<file path="src/rtl/matmul2x2_stream_ctrl.sv">
// ---------------------------------------------------------------------------
// matmul2x2_stream_ctrl
//
// Initiator side of the 2x2 matrix-multiply engine's start/done handshake.
// Collects eight operand bytes from a valid/ready stream into held A/B
// registers. It then pulses start for one cycle and waits for the engine's
// done level. After that it captures the four results and streams them out
// over valid/ready, in the order C00, C01, C10, C11.
//
// Ports
//   clk, rst            clock, asynchronous active-high reset
//   in_valid/in_data    operand stream in (order a00,a01,a10,a11,b00..b11)
//   in_ready            high only while loading operands
//   a00..a11, b00..b11  held operands to the engine (stable START..next load)
//   start               one-cycle start pulse to the engine
//   done                engine done level (cleared by the engine on start)
//   c0..c3              engine results C00, C01, C10, C11
//   out_valid/out_data  result stream out
//   out_ready           downstream accepts a result
//   busy                low only when idle (loading, no element accepted yet)
//   err                 sticky watchdog abort flag
//
// Optional feature: define MATMUL2X2_STREAM_TIMEOUT_EN to add a watchdog in
// WAIT. If done is not seen within TIMEOUT_CYCLES cycles, the controller
// returns to LOAD without outputting results and sets err until reset.
// Without the macro, WAIT is unbounded and err is tied low.
// ---------------------------------------------------------------------------
module matmul2x2_stream_ctrl #(
  parameter int DATA_W = 8,
  parameter int RES_W  = 17
`ifdef MATMUL2X2_STREAM_TIMEOUT_EN
  , parameter int TIMEOUT_CYCLES = 16
`endif
) (
  input  logic              clk,
  input  logic              rst,
  input  logic              in_valid,
  input  logic [DATA_W-1:0] in_data,
  output logic              in_ready,
  output logic [DATA_W-1:0] a00,
  output logic [DATA_W-1:0] a01,
  output logic [DATA_W-1:0] a10,
  output logic [DATA_W-1:0] a11,
  output logic [DATA_W-1:0] b00,
  output logic [DATA_W-1:0] b01,
  output logic [DATA_W-1:0] b10,
  output logic [DATA_W-1:0] b11,
  output logic              start,
  input  logic              done,
  input  logic [RES_W-1:0]  c0,
  input  logic [RES_W-1:0]  c1,
  input  logic [RES_W-1:0]  c2,
  input  logic [RES_W-1:0]  c3,
  output logic              out_valid,
  output logic [RES_W-1:0]  out_data,
  input  logic              out_ready,
  output logic              busy,
  output logic              err
);

  typedef enum logic [1:0] {LOAD, START, WAIT, DRAIN} state_t;

  state_t            state_reg, state_next;
  logic [2:0]        idx_reg, idx_next;
  logic [1:0]        ridx_reg, ridx_next;
  logic              load_en;
  logic              capture_en;
  logic              timeout_hit;
  logic [DATA_W-1:0] opnd_reg [8];
  logic [RES_W-1:0]  res_reg [4];
  logic [RES_W-1:0]  c_in [4];

  assign c_in[0] = c0;
  assign c_in[1] = c1;
  assign c_in[2] = c2;
  assign c_in[3] = c3;

  // Operand slot order matches the stream order: A row-major, then B.
  assign a00 = opnd_reg[0];
  assign a01 = opnd_reg[1];
  assign a10 = opnd_reg[2];
  assign a11 = opnd_reg[3];
  assign b00 = opnd_reg[4];
  assign b01 = opnd_reg[5];
  assign b10 = opnd_reg[6];
  assign b11 = opnd_reg[7];

  assign busy     = !(state_reg == LOAD && idx_reg == 3'd0);
  assign out_data = res_reg[ridx_reg];

  always_comb begin
    state_next = state_reg;
    idx_next   = idx_reg;
    ridx_next  = ridx_reg;
    load_en    = 1'b0;
    capture_en = 1'b0;
    in_ready   = 1'b0;
    start      = 1'b0;
    out_valid  = 1'b0;
    case (state_reg)
      LOAD: begin
        in_ready = 1'b1;
        if (in_valid) begin
          load_en  = 1'b1;
          idx_next = idx_reg + 3'd1;   // wraps to 0 after the 8th element
          if (idx_reg == 3'd7) state_next = START;
        end
      end
      START: begin
        start      = 1'b1;
        state_next = WAIT;
      end
      WAIT: begin
        // done is cleared by the engine on the start edge, so any done seen
        // here belongs to the operation just launched.
        if (done) begin
          capture_en = 1'b1;
          ridx_next  = 2'd0;
          state_next = DRAIN;
        end else if (timeout_hit) begin
          state_next = LOAD;
        end
      end
      DRAIN: begin
        out_valid = 1'b1;
        if (out_ready) begin
          ridx_next = ridx_reg + 2'd1;
          if (ridx_reg == 2'd3) state_next = LOAD;
        end
      end
      default: state_next = LOAD;
    endcase
  end

  always_ff @(posedge clk or posedge rst) begin
    if (rst) begin
      state_reg <= LOAD;
      idx_reg   <= 3'd0;
      ridx_reg  <= 2'd0;
    end else begin
      state_reg <= state_next;
      idx_reg   <= idx_next;
      ridx_reg  <= ridx_next;
    end
  end

  genvar gi;
  generate
    for (gi = 0; gi < 8; gi++) begin : g_opnd
      always_ff @(posedge clk or posedge rst) begin
        if (rst) opnd_reg[gi] <= '0;
        else if (load_en && idx_reg == 3'(gi)) opnd_reg[gi] <= in_data;
      end
    end
    for (gi = 0; gi < 4; gi++) begin : g_res
      always_ff @(posedge clk or posedge rst) begin
        if (rst) res_reg[gi] <= '0;
        else if (capture_en) res_reg[gi] <= c_in[gi];
      end
    end
  endgenerate

`ifdef MATMUL2X2_STREAM_TIMEOUT_EN
  localparam int CNT_W = $clog2(TIMEOUT_CYCLES) + 1;

  logic [CNT_W-1:0] wait_cnt_reg;
  logic             err_reg;

  // wait_cnt_reg counts completed WAIT cycles. It is cleared in START, so
  // it starts from zero on every entry to WAIT.
  assign timeout_hit = (state_reg == WAIT) && !done &&
                       (wait_cnt_reg == CNT_W'(TIMEOUT_CYCLES - 1));
  assign err = err_reg;

  always_ff @(posedge clk or posedge rst) begin
    if (rst) begin
      wait_cnt_reg <= '0;
      err_reg      <= 1'b0;
    end else begin
      if (state_reg == START)     wait_cnt_reg <= '0;
      else if (state_reg == WAIT) wait_cnt_reg <= wait_cnt_reg + CNT_W'(1);
      if (timeout_hit) err_reg <= 1'b1;
    end
  end
`else
  assign timeout_hit = 1'b0;
  assign err         = 1'b0;
`endif

endmodule

</file>
<file path="config.mk">
export PLATFORM = sky130hd
export DESIGN_NAME = matmul2x2_stream_ctrl
export DESIGN_NICKNAME = d
export VERILOG_FILES = /design/src/rtl/matmul2x2_stream_ctrl.sv
export SDC_FILE = /design/constraint.sdc
export NUM_CORES = 1
export LEC_CHECK = 0
export ABC_AREA = 1
export BUFFER_PORTS_ARGS = -buffer_cell sky130_fd_sc_hd__buf_2
export CAP_MARGIN = 20
export CORE_ASPECT_RATIO = 1.4
export CORE_MARGIN = 3
export CORE_UTILIZATION = 35
export CTS_CLUSTER_DIAMETER = 200
export DETAILED_ROUTE_END_ITERATION = 10
export PLACE_DENSITY = 0.66
export REMOVE_ABC_BUFFERS = 1
export SYNTH_ARGS = -nofsm -noshare
export SYNTH_HDL_FRONTEND = slang
export SYNTH_SLANG_ARGS = --single-unit
</file>
<file path="constraint.sdc">
create_clock -name clk -period 9.12 [get_ports clk]
set_input_delay 1.368 -clock clk [delete_from_list [all_inputs] [get_ports clk]]
set_output_delay 1.368 -clock clk [all_outputs]
set_load 0.02 [all_outputs]
</file>
==> impl_metrics.tcl <==
set metrics [dict create \
    core_area_um2 16900 \
    fmax_mhz 282 \
    die_w_um 117 \
    gp_congestion 0.798 \
    hold_viol 0 \
    dieArea_um2 19000 \
    hpwl_um 10200 \
    drtPass1Iterations 4 \
    cts_hold_buffers 0 \
    maxCapViolCount 0 \
    fillers 1603 \
    fin_worst_skew_ns 0.00794 \
    tightest_slew_ns 1.04 \
    status "finished, final reports clean" \
    synthSimpleGateAreaFrac_pct 10.3 \
    slowest_stage "inv_1" \
    synth_compound_area_share_pct 13.1 \
    cts_buffer_depth 2 \
    critPathKind "register to output pin" \
    drc 0 \
    critPathRequiredTime_ns 7.75 \
    clk_pin_slew_worst_paths_ns 0.06 \
    wl_per_cell_um 14.7 \
    synth_top_cell_area_share_pct 57.3 \
    synthToLayoutAreaGrowth_pct 25.9 \
    pin_count 167 \
    grt_remaining_overflow 0 \
    final_util_pct 45.2 \
    post-place-ws_ns 5.97 \
    post_cts_buffers 0 \
    grt_max_degree 85 \
    yosysUniqueCellTypes 30 \
    period_needed_ns 3.55 \
    cpMostUsedCell "o21ai_0" \
    yosysWarnings 0 \
    grt_first_pass_wirelength_um 22700 \
    ys_seq_area_share_pct 57.3 \
    critPathTopFamily "buffers and inverters" \
    die-height_um 162 \
    arrival_ns 2.18 \
    antenna_cells 0 \
    synth_area_leaders "dfrtp_1, mux2_2, o21ai_0, nand2_1, a21oi_1" \
    synth_mux_area_share_pct 10.1 \
    vias 4433 \
    fin_crit_sh_pct 39.0 \
    cp_cell_sequence "inv_1 > o21ai_0 > o21ai_0 > buf_2" \
    slew-limit-headroom_pct 31.0 \
    drv_slew 0 \
    synth_top_family_by_area "compound AO/OA/AOI/OAI gates" \
    cts_buffers 17 \
    setup_tns_ns 0 \
    cp_num_buf_inv 2 \
    synthAdderAreaFrac_pct 2.48 \
    portBuffers 165 \
    viasPerCell 4.57 \
    synth-xor-area-share_pct 0.144 \
    leakage_nw 3.90 \
    drive_gt1_share_pct 37.6 \
    synthCells 565 \
    h-tree-depth 4 \
    largest_reg_flops 68 \
    start_util_pct 35.9 \
    fin_ws_ns 5.57 \
    grt_pass1_vias 4380 \
    synth_seq_cells 139 \
    root_buffer "clkbuf_16" \
    cts_resized 0 \
    start_kind "register" \
    antenna_found_initial 0 \
    drt_iter0_markers 191 \
    synth.avg_cell_area_um2 10.7 \
    tritoncts "done" \
    wirelength_um 14300 \
    crit_fanout 33 \
    hold_class "register to register" \
    rsz0062_at_grt "false" \
    pwr_density_cell_nw_per_um2 390 \
    ir_worst_vdd_mv 0.231 \
    ant_nets 0 \
    layout.nets 817 \
    grt_usage_pct 15.3 \
    clkLatencyLatePin_ns 0.41 \
    yosys.area.top_type "dfrtp_1" \
    cts.sinks 139 \
    rows 56 \
    syn_area_um2 6070 \
    setup_violations 0 \
    max_stage_delay_ns 0.73 \
    cp-end-kind "output pin" \
]
-- where the power goes --
part	switching (W)	internal, W	leakage [nW]
Sequential	0.000152	0.000918	1.67
Combinational	0.000725	0.000450	1.93
Clock	0.000267	0.000467	0.304
Total	0.00114	0.00184	3.90
-- Yosys cell counts (all sizes together) --
cell / count
inv: 47
or2: 1
dfrtp: 139
mux2: 52
nor2: 54
nor3: 1
o21ai: 100
o22ai: 1
xor2: 1
o211ai: 1
buf: 20
conb: 1
nand4: 1
a21oi: 48
nand2: 72
nand3: 6
clkbuf: 8
ha: 12
-- final timing paths --
check                                to  slack, ns  cells past startpoint         start
max                        out_data[11]       5.57                      4   ridx_reg[1]
min                              b11[4]       0.48                      2        b11[4]
max reg2reg                 res_reg[65]       6.99                      4  state_reg[0]
min reg2reg                      b11[4]       0.48                      2        b11[4]
max in group asynchronous   res_reg[25]       6.76                      3           rst
min in group asynchronous        a00[1]       1.03                      2           rst
-- worst min-delay path, cell delays in order, from the launching register on --
cell     delay [ns]
dfrtp_1        0.34
nand2_1        0.05
o21ai_0        0.05
-- cell families after synthesis --
| kind of cell | count (synthesis) |
|---|---|
| buffers and inverters | 75 |
| adders and majority gates | 12 |
| muxes | 52 |
| DFF | 139 |
| other | 1 |
| and+or+nand+nor | 135 |
| AOI/OAI and AO/OA | 150 |
| xor gates and xnor gates | 1 |
-- per-stage QoR --
stage / power (W) / instances / area [um^2] / hold slack, ns
3_5_place_dp: 0.00227 / 937 / 7000 / 0.466
5_1_grt: 0.00319 / 969 / 7640 / 0.495
3_3_place_gp: 0.00224 / 937 / 7000 / 0.460
6_report: 0.00298 / 969 / 7640 / 0.475
2_1_floorplan: 0.00188 / 537 / 5850 / 0.474
4_1_cts: 0.00302 / 969 / 7640 / 0.483
-- layer usage --
layer,track usage (%),part of all wire [%]
met5,0,0
met4,4.38,1.1
met3,5.81,8.6
met2,24.6,46
met1,19.1,44
-- placed cells by master, fill, tap and decap left out, types with 2 or more instances in the layout --
cell	Yosys	routed
clkbuf_16	0	17
inv_1	45	44
buf_2	5	165
o21ai_0	73	73
dfrtp_1	139	139
buf_4	1	3
ha_1	12	12
mux2_4	7	7
a21oi_1	48	48
clkinvlp_4	0	2
o21ai_2	10	10
nor2_8	2	2
nor2_1	52	52
nand3_1	4	4
nand2_2	2	2
nand3_4	2	2
clkinv_4	0	5
bufinv_16	0	4
inv_6	0	2
mux2_2	45	45
o21ai_1	17	17
nand2_4	4	5
nand2_1	66	65
-- final cells by class --
type                       instances  area, um^2  area share [%]
tap                              232         290            3.80
inverter                          47         189            2.47
timing repair buffer             168         848            11.1
sequential                       139        3480            45.5
clock buffer                      19         443            5.80
multi-input combinational        351        2200            28.8
clock inverter                    13         193            2.52
Note: power is estimated with default switching activity, not from simulation.
